==> src/rtl/riscv_core_irq_pkg.sv <==
// Shared types and defaults for the external-interrupt gateway.
// Optional macro: IRQ_GATEWAY_SYNC_EN (per-source input synchronisers).
package riscv_core_irq_pkg;

    typedef enum logic [1:0] {
        IRQ_IDLE    = 2'd0,
        IRQ_ASSERT  = 2'd1,
        IRQ_SERVICE = 2'd2
    } irq_state_t;

    localparam int unsigned IRQ_N_SRC_DEFAULT = 8;

endpackage

==> src/rtl/riscv_core_irq_src_gateway.sv <==
// Per-source gateway: optional synchroniser, edge history, pending and in-service flops.
// IRQ_GATEWAY_SYNC_EN inserts a SYNC_STAGES-deep synchroniser ahead of the qualification logic.
module riscv_core_irq_src_gateway
    import riscv_core_irq_pkg::*;
#(
    parameter int unsigned SYNC_STAGES = 2
) (
    input  logic i_clk,
    input  logic i_rst_n,
    input  logic i_src,
    input  logic i_edge_sel,
    input  logic i_set_claim,
    input  logic i_clr_service,
    output logic o_pending,
    output logic o_in_service
);

    logic w_s;
    logic w_qual;
    logic r_prev;
    logic r_pending;
    logic r_in_service;

`ifdef IRQ_GATEWAY_SYNC_EN
    logic [SYNC_STAGES-1:0] r_sync;

    always_ff @(posedge i_clk or negedge i_rst_n) begin
        if (!i_rst_n) begin
            r_sync <= '0;
        end else begin
            r_sync[0] <= i_src;
            for (int unsigned k = 1; k < SYNC_STAGES; k++) begin
                r_sync[k] <= r_sync[k-1];
            end
        end
    end

    assign w_s = r_sync[SYNC_STAGES-1];
`else
    assign w_s = i_src;
`endif

    // Edge sources re-pend even while in service; level sources wait for completion.
    assign w_qual = i_edge_sel ? (w_s & ~r_prev)
                               : (w_s & ~r_pending & ~r_in_service);

    always_ff @(posedge i_clk or negedge i_rst_n) begin
        if (!i_rst_n) begin
            r_prev       <= 1'b0;
            r_pending    <= 1'b0;
            r_in_service <= 1'b0;
        end else begin
            r_prev    <= w_s;
            r_pending <= w_qual | (r_pending & ~i_set_claim);
            if (i_set_claim) begin
                r_in_service <= 1'b1;
            end else if (i_clr_service) begin
                r_in_service <= 1'b0;
            end
        end
    end

    assign o_pending    = r_pending;
    assign o_in_service = r_in_service;

endmodule

==> src/rtl/riscv_core_irq_gateway.sv <==
// External-interrupt gateway: fixed-priority arbiter, claim/complete FSM feeding CSR mexternal.
// Optional macro: IRQ_GATEWAY_SYNC_EN (synchronise raw sources, adds SYNC_STAGES latency).
module riscv_core_irq_gateway
    import riscv_core_irq_pkg::*;
#(
    parameter int unsigned N_SRC       = IRQ_N_SRC_DEFAULT,
    parameter int unsigned ID_W        = $clog2(N_SRC),
    parameter int unsigned SYNC_STAGES = 2
) (
    input  logic             i_irq_gateway_clk,
    input  logic             i_irq_gateway_rst_n,
    input  logic [N_SRC-1:0] i_irq_gateway_src,
    input  logic [N_SRC-1:0] i_irq_gateway_edge_sel,
    input  logic [N_SRC-1:0] i_irq_gateway_enable,
    output logic             o_irq_gateway_mexternal,
    input  logic             i_irq_gateway_ack,
    output logic             o_irq_gateway_claim_valid,
    output logic [ID_W-1:0]  o_irq_gateway_claim_id,
    input  logic             i_irq_gateway_complete,
    input  logic [ID_W-1:0]  i_irq_gateway_complete_id
);

    irq_state_t       r_state;
    irq_state_t       w_state_next;
    logic [ID_W-1:0]  r_claim_id;
    logic [ID_W-1:0]  w_winner;
    logic             w_any;
    logic             w_claim_go;
    logic [N_SRC-1:0] w_pending;
    logic [N_SRC-1:0] w_in_service;
    logic [N_SRC-1:0] w_set_claim;
    logic [N_SRC-1:0] w_clr_service;

    for (genvar g = 0; g < N_SRC; g++) begin : g_src
        riscv_core_irq_src_gateway #(
            .SYNC_STAGES (SYNC_STAGES)
        ) u_src (
            .i_clk         (i_irq_gateway_clk),
            .i_rst_n       (i_irq_gateway_rst_n),
            .i_src         (i_irq_gateway_src[g]),
            .i_edge_sel    (i_irq_gateway_edge_sel[g]),
            .i_set_claim   (w_set_claim[g]),
            .i_clr_service (w_clr_service[g]),
            .o_pending     (w_pending[g]),
            .o_in_service  (w_in_service[g])
        );
    end

    always_comb begin
        w_any    = 1'b0;
        w_winner = '0;
        for (int unsigned i = 0; i < N_SRC; i++) begin
            if (!w_any && w_pending[i] && i_irq_gateway_enable[i]) begin
                w_winner = ID_W'(i);
                w_any    = 1'b1;
            end
        end
    end

    always_comb begin
        w_state_next  = r_state;
        w_claim_go    = 1'b0;
        w_set_claim   = '0;
        w_clr_service = '0;
        case (r_state)
            IRQ_IDLE: begin
                if (w_any) w_state_next = IRQ_ASSERT;
            end
            IRQ_ASSERT: begin
                // Losing every enabled request withdraws the trap, even if acked this cycle.
                if (!w_any) begin
                    w_state_next = IRQ_IDLE;
                end else if (i_irq_gateway_ack) begin
                    w_state_next          = IRQ_SERVICE;
                    w_claim_go            = 1'b1;
                    w_set_claim[w_winner] = 1'b1;
                end
            end
            IRQ_SERVICE: begin
                if (i_irq_gateway_complete && (i_irq_gateway_complete_id == r_claim_id)) begin
                    w_state_next              = IRQ_IDLE;
                    w_clr_service[r_claim_id] = 1'b1;
                end
            end
            default: w_state_next = IRQ_IDLE;
        endcase
    end

    always_ff @(posedge i_irq_gateway_clk or negedge i_irq_gateway_rst_n) begin
        if (!i_irq_gateway_rst_n) begin
            r_state    <= IRQ_IDLE;
            r_claim_id <= '0;
        end else begin
            r_state <= w_state_next;
            if (w_claim_go) r_claim_id <= w_winner;
        end
    end

    assign o_irq_gateway_mexternal   = (r_state == IRQ_ASSERT);
    assign o_irq_gateway_claim_valid = |w_in_service;
    assign o_irq_gateway_claim_id    = r_claim_id;

endmodule

==> config.mk <==
export PLATFORM = sky130hd
export DESIGN_NAME = riscv_core_irq_gateway
export DESIGN_NICKNAME = d
export VERILOG_FILES = /design/src/rtl/riscv_core_irq_pkg.sv /design/src/rtl/riscv_core_irq_src_gateway.sv /design/src/rtl/riscv_core_irq_gateway.sv
export SDC_FILE = /design/constraint.sdc
export NUM_CORES = 1
export LEC_CHECK = 0
export CORE_MARGIN = 8
export CORE_UTILIZATION = 52
export CTS_CLUSTER_SIZE = 16
export DETAILED_ROUTE_END_ITERATION = 6
export PLACE_DENSITY = 0.85
export SYNTH_ARGS = -nofsm -noshare
export SYNTH_HDL_FRONTEND = slang
export SYNTH_HIERARCHICAL = 1
export SYNTH_SLANG_ARGS = --single-unit
export TNS_END_PERCENT = 5
==> constraint.sdc <==
create_clock -name i_irq_gateway_clk -period 4.55 [get_ports i_irq_gateway_clk]
set_input_delay 0.91 -clock i_irq_gateway_clk [delete_from_list [all_inputs] [get_ports i_irq_gateway_clk]]
set_output_delay 0.91 -clock i_irq_gateway_clk [all_outputs]
set_load 0.05 [all_outputs]
# Word level (Yosys, flattened, before mapping)
# Index checks and enable logic that the tools add are counted.
# word_totals
register_bits,29
latchBits,0
mem_bits_rw,0
mem_bits_ro,0
word_cells,200
memories,0
# classes
n_addsub,0
mul,0
div_mod_pow,0
order_cmp,4
n_eq_ne,6
n_shift,0
mux,56
n_bitwise,72
reduce_logical,36
# ops
cell,count
$mux 8,5
$mux 1,38
$and 1x1->1,32
$not 1->1,32
$logic_and 1x1->1,18
$mux 3,6
$reduce_bool 2->1,8
$lt 3x4->1 const B,2
$mux 2,4
$or 1x1->1,8
$reduce_or 8->1,1
$logic_not 1->1,7
$demux 1 s3,2
$ge 3x1->1 const B,2
$pmux 2 s3,1
$ne 2x2->1 const B,2
$eq 3x3->1,1
$ne 3x3->1 const B,1
$reduce_and 3->1,1
$eq 2x1->1 const B,1
$eq 2x2->1 const B,1
$logic_not 2->1,1

# Depth between registers and ports, before layout
# logic_depth
ltp_word,40
mapped_depth,7
mapped_depth_nobuf,6

# By module
# Netlist, hierarchy kept.
# by_module_without_submodules
mod,instances,cells_each,area_each_um2,seq_area_each_um2
riscv_core_irq_src_gateway,8,9,115.1,75.1
riscv_core_irq_gateway,1,74,574.3,125.1

# Worst setup path after synthesis
# No wires, ideal clock.
# synth_path
path_kind,register to output
start,reg r_state[0]
end,out o_irq_gateway_mexternal
arrival_ps,1111
required_time_ps,3640
path_slack_ps,2529
path_stages_with_launch,2
cell_sequence,dfrtp_1 nor2b_1
# synth_between
elab_chain_cells,1
# synth_rtl
item,line_no,source
start: declaration,riscv_core_irq_gateway.sv:23,irq_state_t r_state;
start signal: assignment,riscv_core_irq_gateway.sv:94,r_state <= w_state_next;
$eq 2x1->1,riscv_core_irq_gateway.sv:99,assign o_irq_gateway_mexternal = (r_state == IRQ_ASSERT);
end: declaration,riscv_core_irq_gateway.sv:15,"output logic o_irq_gateway_mexternal,"
# Every way passes these cells.

# Worst setup path after layout
# layout_path
start,reg g_src[1].u_src.r_in_service
end,out o_irq_gateway_claim_valid
# layout_between
elab_chain_cells,1
# layout_rtl
item,line_no,source
start: declaration,riscv_core_irq_src_gateway.sv:22,logic r_in_service;
start signal: assignment,riscv_core_irq_src_gateway.sv:51,r_in_service <= 1'b0;
start signal: assignment,riscv_core_irq_src_gateway.sv:56,r_in_service <= 1'b1;
start signal: assignment,riscv_core_irq_src_gateway.sv:58,r_in_service <= 1'b0;
$reduce_or 8->1,riscv_core_irq_gateway.sv:100,assign o_irq_gateway_claim_valid = |w_in_service;
end: declaration,riscv_core_irq_gateway.sv:17,"output logic o_irq_gateway_claim_valid,"
# Every way passes these cells.

==> results_dict.tcl <==
set metrics [dict create \
    status "complete, no violations" \
    cp_data_arrival_time_ns 1.88 \
    synth_edf_count 0 \
    clock_path_buffers 2 \
    reg2reg_slack_ns 2.89 \
    worst_path_max_delay_cell "clkdlybuf4s50_1" \
    min_path_cells 1 \
    synth-compound-area-share_pct 12.9 \
    crit_cells 3 \
    cts_inserted_buffers 5 \
    grt_pass1_wl_microns 5950 \
    yosysSeqAreaShare_pct 48.5 \
    yosysWarnings 6 \
    path_delay_family "buffers and inverters" \
    worstPathCellList "nor4_1 -> nand2_1 -> clkdlybuf4s50_1" \
    yosys-top-cells-area "dfrtp_1 (49%), or4b_1 (5.4%), nand3b_1 (4.5%), nand2b_1 (4.2%), a21o_1 (4.0%)" \
    drt_wl_total_microns 3360 \
    drtPass1Iterations 4 \
    drive_above_1_share_pct 9.09 \
    synth_simple_gate_area_share_pct 33.3 \
    synth_mux_area_share_pct 0 \
    power.static_leakage_nw 0.764 \
    syn_nets 177 \
    multi_input_area_sq_um 717 \
    synth_area_sq_um 1500 \
    synth_seq_cells 29 \
    synth_largest_area_cell "dfrtp_1" \
    port_buffers 35 \
    setup_violations 0 \
    synth_cells 146 \
    hold_violations 0 \
    max_freq_ghz 0.358 \
    place_hpwl_microns 2640 \
    pre_cts_slack_ns 2.01 \
    grt_overflow 0 \
    tightest_slew_ns 0.495 \
    worstReg2RegEnd "g_src[0].u_src/o_in_service" \
    slew_headroom_pct 66.9 \
    synth_common_cells "dfrtp_1 (29), nor2_1 (14), nand2_1 (11), nand3_1 (11), nand2b_1 (10)" \
    maxCapViolCount 0 \
    worstSetupPathType "flop to output port" \
    ant_nets 0 \
    die_x_microns 69.6 \
    worstPathRequired_ns 3.64 \
    peakVddDrop_uv 404 \
    io_pins 36 \
    rows 19 \
    fin_ws_ns 1.76 \
    grt_pass1_vias 1333 \
    min_to "g_src[5].u_src/o_in_service" \
    clock_latency_ns 0.32 \
    first_iter_violations 76 \
    rsz0062_at_grt "false" \
    rr_startpoint "o_irq_gateway_claim_id[0]" \
    cts_tree "built" \
    crit_path_start_kind "flop" \
    core_sq_um 2730 \
    start_util_pct 54.7 \
    synthFlopType "dfrtp_1" \
    yosysMostFrequentCell "dfrtp_1" \
    cts_setup_buffers 0 \
    htreeDepth 2 \
    vias 1271 \
    clock_sinks 29 \
    syn_to_final_growth_pct 28.7 \
    finClkSkew_ns 0.00494 \
    max_stage_delay_ns 0.71 \
    fillers 204 \
    cp-end-kind "output port" \
    postCtsResizedCells 0 \
    nets 218 \
    min_from "g_src[5].u_src/o_in_service" \
    synthXorXnorAreaFrac_pct 1.76 \
    fp.dieH_microns 69.6 \
    netlist.area_leader.share_pct 48.5 \
    yosys.area_share.adder_pct 0 \
    hold_buffers 0 \
    worst-path-buf-inv 1 \
    synth_top_family_by_area "simple AND/OR/NAND/NOR gates" \
    grt_max_degree 30 \
    num_antenna_cells 0 \
    tns_ns 0 \
    finalCritPeriodShare_pct 61.4 \
    finalCriticalPeriod_ns 2.79 \
    ys_types 34 \
    clk_pin_slew_ns 0.08 \
    path_max_fanout 3 \
    r2r_cells 6 \
    drcViolationCount 0 \
    grt_antenna_before_repair 0 \
    avgViaCountPerCell 5.83 \
    die_area_sq_um 4850 \
    hp-class "flop to flop" \
    wire_per_inst_microns 15.4 \
    avgSynthCellArea_sq_um 10.2 \
    report.final.slew_viol_count 0 \
    p_per_area_nw_per_um2 495 \
    seq_area_sq_um 726 \
    async_flop_share_pct 100 \
    grtUsageTotal_pct 14.9 \
    gp_congestion 0.908 \
    root_buffer "clkbuf_4" \
]
[registers in the layout, indices dropped and copies added (netlist names)]
name and count:
g_src.u_src/o_in_service 8, g_src.u_src/o_pending 8, o_irq_gateway_claim_id 3, g_src.u_src/r_prev 8
r_state 2
[worst max-delay path by stage]
stage	start	end
floorplan	r_state[0]	o_irq_gateway_mexternal
global placement	i_irq_gateway_enable[2]	g_src[1].u_src/o_pending
global route	g_src[1].u_src/o_in_service	o_irq_gateway_claim_valid
finish	g_src[1].u_src/o_in_service	o_irq_gateway_claim_valid
detailed placement	i_irq_gateway_enable[2]	g_src[3].u_src/o_pending
CTS	g_src[5].u_src/o_in_service	o_irq_gateway_claim_valid
[power by group]
| part | internal [mW] | switching (mW) |
|---|---|---|
| clock network | 0.0728 | 0.0802 |
| registers | 0.336 | 0.103 |
| logic | 0.166 | 0.194 |
[per-layer routing]
metal | global-route usage, % | vias to the layer above | routed length, microns
li1 | - | 609 | -
met4 | 7.14 | 0 | 70
met1 | 16.9 | 612 | 1460
met5 | 0 | - | 0
met2 | 23.6 | 43 | 1610
met3 | 6.44 | 7 | 215
[logic make-up (layout without fill, tap and decap cells)]
kind of cell / Yosys count / after routing
XOR/XNOR: 3 / 3
AND/OR/NAND/NOR: 79 / 79
flip-flops: 29 / 29
buffers and inverters: 10 / 51
AO/OA/AOI/OAI: 25 / 25
[layout make-up]
type                       instances  area share, %
timing repair buffer              36           18.6
multi-input combinational        107           37.3
inverter                           8           1.56
clock buffer                       7           2.86
sequential                        29           37.7
tap                               31           2.02
[worst register-to-register path: stages, from the launching register on]
cell and delay (ns):
dfrtp_1 0.59, xnor2_1 0.17, and4_4 0.28, nand2b_4 0.08, nor4_2 0.21, inv_1 0.07
a21o_1 0.15
[through the flow]
stage	hold WS, ns	util [%]	power, mW	instances	cell area (sq um)
floorplan	0.468	-	0.686	146	1500
global placement	0.485	68.4	0.786	211	1870
detailed placement	0.499	68.4	0.801	211	1870
CTS	0.518	70.4	0.958	218	1920
global route	0.527	70.4	1.02	218	1920
finish	0.514	70.4	0.952	218	1920
[placed cells by master, fill, tap and decap left out, types with 2 or more instances in the layout]
master,synthesis,final
clkdlybuf4s50_1,0,35
dfrtp_1,29,29
nor2_1,14,14
nand2_1,11,11
nand3_1,11,11
nand2b_1,10,10
nand3b_1,9,9
or4b_1,8,8
inv_1,8,8
a21o_1,8,8
clkbuf_4,0,5
xnor2_1,3,3
a21oi_1,3,3
nor4_2,2,2
nor2b_1,2,2
nor3_2,2,2
a22o_1,2,2
a32o_1,2,2
a22oi_1,2,2
nor3_1,2,2
nor4_1,2,2
No activity file was read; power rests on OpenSTA's default activity.
